==> src/rtl/intersection_car_queue_pkg.sv <==
// rtl/intersection_car_queue_pkg.sv - shared lane state encoding and default sizing
package intersection_car_queue_pkg;

    typedef enum logic {
        LANE_IDLE  = 1'b0,
        LANE_CROSS = 1'b1
    } lane_state_t;

    localparam int DEFAULT_CNT_W         = 4;
    localparam int DEFAULT_DEPART_CYCLES = 3;

endpackage

==> src/rtl/intersection_car_queue_lane_queue.sv <==
// rtl/intersection_car_queue_lane_queue.sv - one direction: queue counter, crossing timer, depart pulse
import intersection_car_queue_pkg::*;

module lane_queue #(
    parameter int CNT_W         = DEFAULT_CNT_W,
    parameter int DEPART_CYCLES = DEFAULT_DEPART_CYCLES
) (
    input  logic             i_clock,
    input  logic             i_reset,
    input  logic             arrive,
    input  logic             green,
    output logic [CNT_W-1:0] count,
    output logic             car,
    output logic             depart,
    output logic             overflow
);

    localparam int TMR_W = (DEPART_CYCLES > 1) ? $clog2(DEPART_CYCLES) : 1;
    localparam logic [TMR_W-1:0] TMR_LOAD = TMR_W'(DEPART_CYCLES - 1);
    localparam logic [CNT_W-1:0] CNT_MAX  = '1;

    lane_state_t      state, state_next;
    logic [TMR_W-1:0] timer, timer_next;
    logic             depart_now;
    logic             depart_q;

    // State register: lane FSM and crossing timer
    always_ff @(posedge i_clock) begin
        if (i_reset) begin
            state <= LANE_IDLE;
            timer <= '0;
        end else begin
            state <= state_next;
            timer <= timer_next;
        end
    end

    // Next state: start a crossing on green with a backlog, abort when green drops,
    // release the car when the timer has run out while still green
    always_comb begin
        state_next = state;
        timer_next = timer;
        depart_now = 1'b0;
        case (state)
            LANE_IDLE: begin
                if (green && (count != '0)) begin
                    state_next = LANE_CROSS;
                    timer_next = TMR_LOAD;
                end
            end
            LANE_CROSS: begin
                if (!green) begin
                    state_next = LANE_IDLE;
                end else if (timer != '0) begin
                    timer_next = timer - TMR_W'(1);
                end else begin
                    depart_now = 1'b1;
                    state_next = LANE_IDLE;
                end
            end
            default: state_next = LANE_IDLE;
        endcase
    end

    // Queue depth, registered depart pulse and sticky drop flag; a simultaneous
    // arrival and departure cancel, so a full queue never overflows on a depart cycle
    always_ff @(posedge i_clock) begin
        if (i_reset) begin
            count    <= '0;
            depart_q <= 1'b0;
            overflow <= 1'b0;
        end else begin
            depart_q <= depart_now;
            if (arrive && !depart_now) begin
                if (count == CNT_MAX) begin
                    overflow <= 1'b1;
                end else begin
                    count <= count + CNT_W'(1);
                end
            end else if (!arrive && depart_now) begin
                count <= count - CNT_W'(1);
            end
        end
    end

    // Outputs: car-present follows the count register with no extra latency
    always_comb begin
        car    = (count != '0);
        depart = depart_q;
    end

endmodule

==> src/rtl/intersection_car_queue.sv <==
// rtl/intersection_car_queue.sv - EW/NS car queues driven by the light controller greens
import intersection_car_queue_pkg::*;

module intersection_car_queue #(
    parameter int CNT_W         = DEFAULT_CNT_W,
    parameter int DEPART_CYCLES = DEFAULT_DEPART_CYCLES
) (
    input  logic             i_clock,
    input  logic             i_reset,
    input  logic             i_Ewarrive,
    input  logic             i_Nsarrive,
    input  logic             i_Ewgreen,
    input  logic             i_Nsgreen,
    output logic             o_Ewcar,
    output logic             o_Nscar,
    output logic [CNT_W-1:0] o_Ewcount,
    output logic [CNT_W-1:0] o_Nscount,
    output logic             o_Ewdepart,
    output logic             o_Nsdepart,
    output logic             o_overflow,
    output logic             o_conflict
);

    logic conflict_now;
    logic ew_green, ns_green;
    logic ew_overflow, ns_overflow;

    // Both greens at once is a controller fault: neither lane may treat it as green
    always_comb begin
        conflict_now = i_Ewgreen & i_Nsgreen;
        ew_green     = i_Ewgreen & ~conflict_now;
        ns_green     = i_Nsgreen & ~conflict_now;
        o_overflow   = ew_overflow | ns_overflow;
    end

    // Sticky record of any conflicting-green cycle
    always_ff @(posedge i_clock) begin
        if (i_reset) begin
            o_conflict <= 1'b0;
        end else if (conflict_now) begin
            o_conflict <= 1'b1;
        end
    end

    lane_queue #(.CNT_W(CNT_W), .DEPART_CYCLES(DEPART_CYCLES)) u_ew (
        .i_clock  (i_clock),
        .i_reset  (i_reset),
        .arrive   (i_Ewarrive),
        .green    (ew_green),
        .count    (o_Ewcount),
        .car      (o_Ewcar),
        .depart   (o_Ewdepart),
        .overflow (ew_overflow)
    );

    lane_queue #(.CNT_W(CNT_W), .DEPART_CYCLES(DEPART_CYCLES)) u_ns (
        .i_clock  (i_clock),
        .i_reset  (i_reset),
        .arrive   (i_Nsarrive),
        .green    (ns_green),
        .count    (o_Nscount),
        .car      (o_Nscar),
        .depart   (o_Nsdepart),
        .overflow (ns_overflow)
    );

endmodule
==> config.mk <==
export PLATFORM = sky130hd
export DESIGN_NAME = intersection_car_queue
export DESIGN_NICKNAME = d
export VERILOG_FILES = /design/src/rtl/intersection_car_queue_pkg.sv /design/src/rtl/intersection_car_queue_lane_queue.sv /design/src/rtl/intersection_car_queue.sv
export SDC_FILE = /design/constraint.sdc
export NUM_CORES = 1
export LEC_CHECK = 0
export CAP_MARGIN = 20
export CORE_ASPECT_RATIO = 1.4
export CORE_MARGIN = 1.5
export CORE_UTILIZATION = 40
export DETAILED_ROUTE_END_ITERATION = 7
export HOLD_SLACK_MARGIN = 0.02
export PLACE_DENSITY_LB_ADDON = 0.25
export SYNTH_ARGS = -nofsm -noshare
export SYNTH_HDL_FRONTEND = slang
export SYNTH_SLANG_ARGS = --single-unit
==> constraint.sdc <==
create_clock -name i_clock -period 2.4 [get_ports i_clock]
set_input_delay 0.48 -clock i_clock [delete_from_list [all_inputs] [get_ports i_clock]]
set_output_delay 0.48 -clock i_clock [all_outputs]
set_load 0.02 [all_outputs]
==> run metrics <==
diode count=0; area of placed instances=0.00139 mm²; number of remaining DRC errors=0; synth cell count leaders=19 x dfxtp_1, 12 x nor2_1, 9 x nand2_1; largest net degree at the start of global routing=13; reg-to-reg slack, setup=0.31 ns; Setup TNS=0 ns; H-tree Lvls=1; Syn Area/Cell=8.85 µm²; met1 usage=21.3%; PortBufs=19; Post-CTS Setup Bufs=0; WS Path Type=reg -> out; Max stage delay on crit path=0.57 ns; critical path arrival=between 1.5 and 2 ns; sequential area share after synthesis=a little over a third; Final setup viols=0; CP Max Fanout=7; top-count cell post-synth=dfxtp_1; Max Cap Viol=0; Slew @ Worst Pin=between 0.3 and 0.4 ns; biggest area consumer among synthesized cells=dfxtp_1; Mapped Nets=between 100 and 150; global route overflow=0; initial DRC count=35; GR peak layer=met2; met3 usage=2.82%; HP Class=reg -> reg; Synth top area share=35.8%; clock-pin transition on the worst setup and hold timing paths=around 0.12 ns; synthesized area=0.00106 mm²; DR WL/cell=around 12 µm; RSZ-0062 raised after global routing=no; Flop pwr share=46.2%; relative slew slack=between 70% and 80%; Main synth FF type=dfxtp_1; share of layout cells above drive strength 1=15.6%; die area=0.00298 mm²; post-synth cell types=40; RD Place Congestion=0.936; antenna-violating nets left=0; Initial Util=between 40% and 50%; hold bufs inserted after CTS=0; ranking of synthesized cells by area=dfxtp_1 36%, ha_1 7.1%, nor2_1 4.2%; r2r worst-path depth=9; internal power=543 µW; P per Cell Area=~570 mW/mm²; Vert. Die Dim=64.0 µm; post-route cell area=0.00142 mm²; worst-skew pair later-pin latency=0.30 ns; met2 usage=between 30% and 40%; drt total wl=~2.3 mm; Cells after Synth=120; Fmax=435 MHz; Fillers=243; CTS Buf Count=3; core area=between 0.002 and 0.0025 mm²; Combinational Power Share=33.0%; Seq cells post-synth=19; Critical Path Source=u_ns.count[0]$_SDFFE_PP0P_; required time of the critical path=1.92 ns; Yosys Warn Count=0; Max clock buf depth=2; DR vias/cell=5.34; switching share of power=~32%; switching power total=257 µW; worst IR drop on VDD=0.309 mV; Area growth syn-to-layout=33.2%; initial antenna violation count=0; CTS tree=built; Synth async-reset ratio=0%; crit path cell chain=or4_1, clkdlybuf4s50_1; # rows=21; CTS Root Cell=clkbuf_4; Layout Nets=169; reg2reg end=u_ns.count[3]$_SDFFE_PP0P_; DIE WIDTH=46.6 µm; EDFF count, synth=0; critical path endpoint=o_Nscar; RR Startpoint=u_ns.timer[0]$_SDFFE_PP0P_; Setup crit start kind=flip-flop; CTS resizes=0; pins over their slew limit=0; post-DP HPWL=1.80 mm; clock power share=20.9%; crit share post-route=between 90 and 100%; clk_skew=around 0.0030 ns; vias in the first global route=960; outcome=finished clean; clock sink count=19; post-layout min period=2.30 ns; Final Hold Viols=0; static leakage=about 0.6 nW; TritonRoute pass-1 iters=4; Vias=1003; CP Capture Type=primary output; first-pass GRT wire length=~4.0 mm; All-Layer GR Usage=18.0%; num ports=20; Slowest-stage cell, CP=clkdlybuf4s50_1
-- how the worst min path moves through the flow --
stage                                from                    endpoint  slack (ns)  depth (start not counted)
5_1_grt        u_ns.timer[0]$_SDFFE_PP0P_  u_ns.timer[0]$_SDFFE_PP0P_        0.50                          2
2_1_floorplan  u_ew.overflow$_SDFFE_PP0P_  u_ew.overflow$_SDFFE_PP0P_        0.43                          2
6_report       u_ns.timer[0]$_SDFFE_PP0P_  u_ns.timer[0]$_SDFFE_PP0P_        0.47                          2
3_3_place_gp   u_ns.timer[0]$_SDFFE_PP0P_  u_ns.timer[0]$_SDFFE_PP0P_        0.44                          2
3_5_place_dp   u_ns.timer[0]$_SDFFE_PP0P_  u_ns.timer[0]$_SDFFE_PP0P_        0.45                          2
4_1_cts        u_ns.timer[0]$_SDFFE_PP0P_  u_ns.timer[0]$_SDFFE_PP0P_        0.47                          2
-- metrics by stage --
stage / utilization (%) / setup slack, ns / power (mW) / hold WS (ns) / instances
CTS: 57.9 / 0.0787 / 0.814 / 0.470 / 188
finish: 57.9 / 0.0990 / 0.800 / 0.466 / 188
detailed placement: 56.7 / -0.162 / 0.641 / 0.450 / 184
global placement: 56.7 / -0.109 / 0.634 / 0.440 / 184
global route: 57.9 / 0.0169 / 0.859 / 0.496 / 188
floorplan: - / 0.327 / 0.524 / 0.429 / 120
-- worst max-delay path, delay by kind of cell, from the launching register on --
family	cells	cell delay (ns)
AND/OR/NAND/NOR	1	0.55
flip-flops	1	0.40
buffers and inverters	1	0.57
-- logic make-up (layout without fill, tap and decap cells) --
group | Yosys count | count (layout) | synth area share, %
compound gates | 26 | 26 | 16.5
xor+xnor | 2 | 2 | 1.65
fa+ha+maj | 8 | 8 | 10.8
buf+inv | 8 | 42 | 2.83
flops | 19 | 19 | 35.8
mux | 3 | 3 | 3.30
simple gates | 54 | 54 | 29.1
-- area by class of cell --
cell class / instances / area [µm²] / area share (%)
Multi-Input combinational cell: 93 / 652 / 46.1
Sequential cell: 19 / 380 / 26.9
Timing Repair Buffer: 32 / 288 / 20.3
Tap cell: 34 / 42.5 / 3.01
Clock buffer: 3 / 22.5 / 1.59
Inverter: 6 / 22.5 / 1.59
Clock inverter: 1 / 7.51 / 0.531
-- layer usage --
metal / wire, µm / vias to the layer above
met3: 70 / 4
li1: - / 507
met1: 957 / 471
met4: 37 / 0
met2: 1200 / 21
met5: 0 / -
-- power by group through the flow --
| stage | combinational (mW) | sequential, mW | clock [mW] |
|---|---|---|---|
| final | 0.264 | 0.369 | 0.167 |
| after global routing | 0.290 | 0.375 | 0.194 |
| after CTS | 0.266 | 0.369 | 0.179 |
| after detailed placement | 0.265 | 0.376 | 0 |
| after global placement | 0.259 | 0.375 | 0 |
| after floorplan | 0.132 | 0.392 | 0 |
-- flip-flops by register name, indices dropped and copies added (netlist names) --
register	cells
u_ew.count	4
u_ns.count	4
u_ew.timer	2
u_ns.timer	2
o_conflict	1
u_ew.depart	1
u_ew.overflow	1
u_ew.state	1
u_ns.depart	1
u_ns.overflow	1
u_ns.state	1
-- cell usage in the layout (no fill, tap or decap), types with 2 or more instances in the layout --
cell type,instances
nor3b_1,2
and3_1,3
or2_2,2
nor3_1,4
mux2i_1,2
a21o_1,3
and4_1,2
a21oi_1,8
nand2b_1,3
buf_4,13
o21ai_0,6
fa_1,2
nor2b_1,3
dfxtp_1,19
clkbuf_4,3
clkdlybuf4s50_1,19
ha_1,6
nand3b_1,2
inv_1,6
nand3_1,3
nand4b_1,2
nand2_1,9
nor2_1,12
Note: power is estimated with default switching activity, not from simulation.
==> variant: new RTL, same flow settings <==
Reset style: asynchronous (`i_reset`), changed in 3 clocked blocks.
--- a/src/rtl/intersection_car_queue_lane_queue.sv
+++ b/src/rtl/intersection_car_queue_lane_queue.sv
@@ -25,7 +25,7 @@
     logic             depart_q;
 
     // State register: lane FSM and crossing timer
-    always_ff @(posedge i_clock) begin
+    always_ff @(posedge i_clock or posedge i_reset) begin
         if (i_reset) begin
             state <= LANE_IDLE;
             timer <= '0;
@@ -64,7 +64,7 @@
 
     // Queue depth, registered depart pulse and sticky drop flag; a simultaneous
     // arrival and departure cancel, so a full queue never overflows on a depart cycle
-    always_ff @(posedge i_clock) begin
+    always_ff @(posedge i_clock or posedge i_reset) begin
         if (i_reset) begin
             count    <= '0;
             depart_q <= 1'b0;
--- a/src/rtl/intersection_car_queue.sv
+++ b/src/rtl/intersection_car_queue.sv
@@ -34,7 +34,7 @@
     end
 
     // Sticky record of any conflicting-green cycle
-    always_ff @(posedge i_clock) begin
+    always_ff @(posedge i_clock or posedge i_reset) begin
         if (i_reset) begin
             o_conflict <= 1'b0;
         end else if (conflict_now) begin
Behaviour: differs if i_reset is asserted again (counterexample within 4 cycles, from zero or initial values and one cycle with i_reset high); with i_reset held inactive, the same outputs for 10 cycles.
==> variant against the unedited design <==
Routed wire length decreased by 14%; via count shrank 23%; design area decreased by 1.9%; area after synthesis down 0.71%; highest routed layer unchanged; sequential cell count unchanged; setup slack worse by 0.036 ns.
Power is not compared: it rests on default switching activity, and its combinational part moved more than twofold at a synthesized area within 25%.
==> variant: results (changes against the unedited design) <==
The flow ran to the end, and the final reports show no timing, DRC or antenna violations. The average vias per placed instance works out to 5.08 (was 5.34). The fraction of registers with async set/reset is 100% (was 0%), and the post-DP HPWL is 1540 um (was 1800 um). The count of endpoints failing setup in the final report is 0 (unchanged). The library cell with the largest summed area after synthesis is dfrtp_1 (was dfxtp_1).

For the sequential share of the synthesized area, the log shows 45.1% (was 35.8%). Most instantiated flip-flop cell in the synthesis netlist: dfrtp_1 (was dfxtp_1). Net count after synthesis: 99 (was 134). The startpoint of the worst hold path is u_ns.overflow (was u_ns.timer[0]).

Cell count after synthesis: 85 (was 120). The minimum setup slack among reg-to-reg paths came out at 0.27 ns (was 0.31 ns). The run gives 772 (was 1,003) as the count of vias placed by the detailed router. Clock-pin slew was measured on the worst setup and hold paths at 0.11 ns. The run gives 1 (was 0) as the post-CTS resize count.

The final worst clock skew was 0.00888 ns (was 0.00301 ns). The logs give 20 (was 13) for the maximum number of pins on one net before global-route repair and 148 (was 184) for the number of placed cells counting well taps. The kind of cell adding the most delay to the critical path is buffers and inverters (unchanged).

The tools report the worst-case clock buffer depth as 2 (unchanged). The run gives 16.3% (was 18.0%) as the global routing usage summed across all routing layers. The peak fanout along the critical path is 4 (was 7), and the initial DRC count is 6 (was 35).

Most frequent cells after synthesis: dfrtp_1, inv_1, ha_1, xor2_1, o21ai_2 (was dfxtp_1, nor2_1, nand2_1). The run gives 1940 um (was 2270 um) as the post-detailed-routing wire length. The smallest setup slack after layout was 0.0626 ns (was 0.0990 ns). Via count of the first global-routing pass: 786 (was 960).

The run gives 28 (was 40) as the count of different cell masters after synthesis. The beginning of the critical path was u_ew.count[3] (was u_ns.count[0]). For the TritonCTS buffer count, the log shows 3 (unchanged).

The maximum cell stage delay along the critical path works out to 0.56 ns. Number of detailed-routing iterations run before antenna repair: 3 (was 4). The fraction of final layout cells sized beyond drive strength 1 was 23.7% (was 15.6%); the worst slew margin relative to its limit was 51.4% (was 73.3%). The clock latency at the later pin of the worst-skew pair is 0.31 ns. The standard cell with the maximum stage delay on the critical path was clkdlybuf4s50_1 (unchanged).

The worst-case IR drop observed on VDD is 0.000589 V. The number of antenna violations at the first check in global routing is 0 (unchanged), and the first-pass GRT wire length is 3500 um (was 4040 um). For the final estimated routing congestion in global placement, the log shows 0.765 (was 0.936). CTS root buffer: clkbuf_4 (unchanged). Beginning of the worst register-to-register path: u_ns.timer[0] (unchanged). The run gives 0.668 nW as the static leakage.

The logs give 1.86 ns (was 1.82 ns) for the critical path arrival and -0.104 ns (was -0.162 ns) for the worst setup timing slack at the placement stage. For the net count reported at finish, the log shows 133 (was 169). Cell types occupying the most area after synthesis: dfrtp_1, ha_1, xor2_1 (was dfxtp_1, ha_1, nor2_1).
[variant: cell types whose count changed after synthesis, sizes merged, moves of 5 or more]
cell	delta
dfrtp	+19
dfxtp	-19
nor2	-11
nand2	-6
xor2	+5
[variant: final timing paths]
kind | to | cells past startpoint
worst max-delay path | o_Ewcar | 2
worst min-delay path | u_ns.overflow | 1
worst max register to register | u_ns.count[3] | 9
worst min register to register | u_ns.overflow | 1
max in group asynchronous | u_ew.depart | 2
min in group asynchronous | u_ew.count[2] | 2
[variant: routing by layer]
metal / global-route usage, % / vias up / wire, um
met3: 2.54 / 5 / 58
met1: 20.8 / 365 / 838
li1: - / 383 / -
met2: 25.5 / 19 / 990
met4: 8.57 / 0 / 55
met5: 0 / - / 0
[variant: metrics by stage]
step | cell area, um^2 | setup TNS [ns] | hold slack, ns | util (%)
after floorplan | 1050 | 0 | 0.431 | -
after global placement | 1360 | -0.149 | 0.437 | 55.8
after detailed placement | 1360 | -0.212 | 0.454 | 55.8
after CTS | 1390 | 0 | 0.482 | 56.8
after global routing | 1390 | 0 | 0.507 | 56.8
final | 1390 | 0 | 0.479 | 56.8
[variant: report_power, final]
part | internal (mW) | switching, mW | leakage, nW
Clock | 0.0649 | 0.0999 | 0.0150
Sequential | 0.435 | 0.114 | 0.221
Combinational | 0.408 | 0.376 | 0.431
[variant: layout make-up]
class | instances | area [um^2]
Timing Repair Buffer | 29 | 264
Fill cell | 222 | 1060
Multi-Input combinational cell | 59 | 553
Clock buffer | 4 | 26.3
Tap cell | 34 | 42.5
Sequential cell | 19 | 475
Inverter | 7 | 26.3
[variant: kinds of logic (layout without fill, tap and decap cells)]
| logic type | after synthesis | in the layout | share of synthesized area, % |
|---|---|---|---|
| buf+inv | 7 | 40 | 2.49 |
| compound gates | 23 | 23 | 17.4 |
| xor+xnor | 6 | 6 | 4.98 |
| simple gates | 16 | 16 | 12.8 |
| mux | 6 | 6 | 6.29 |
| fa+ha+maj | 8 | 8 | 10.9 |
| flops | 19 | 19 | 45.1 |
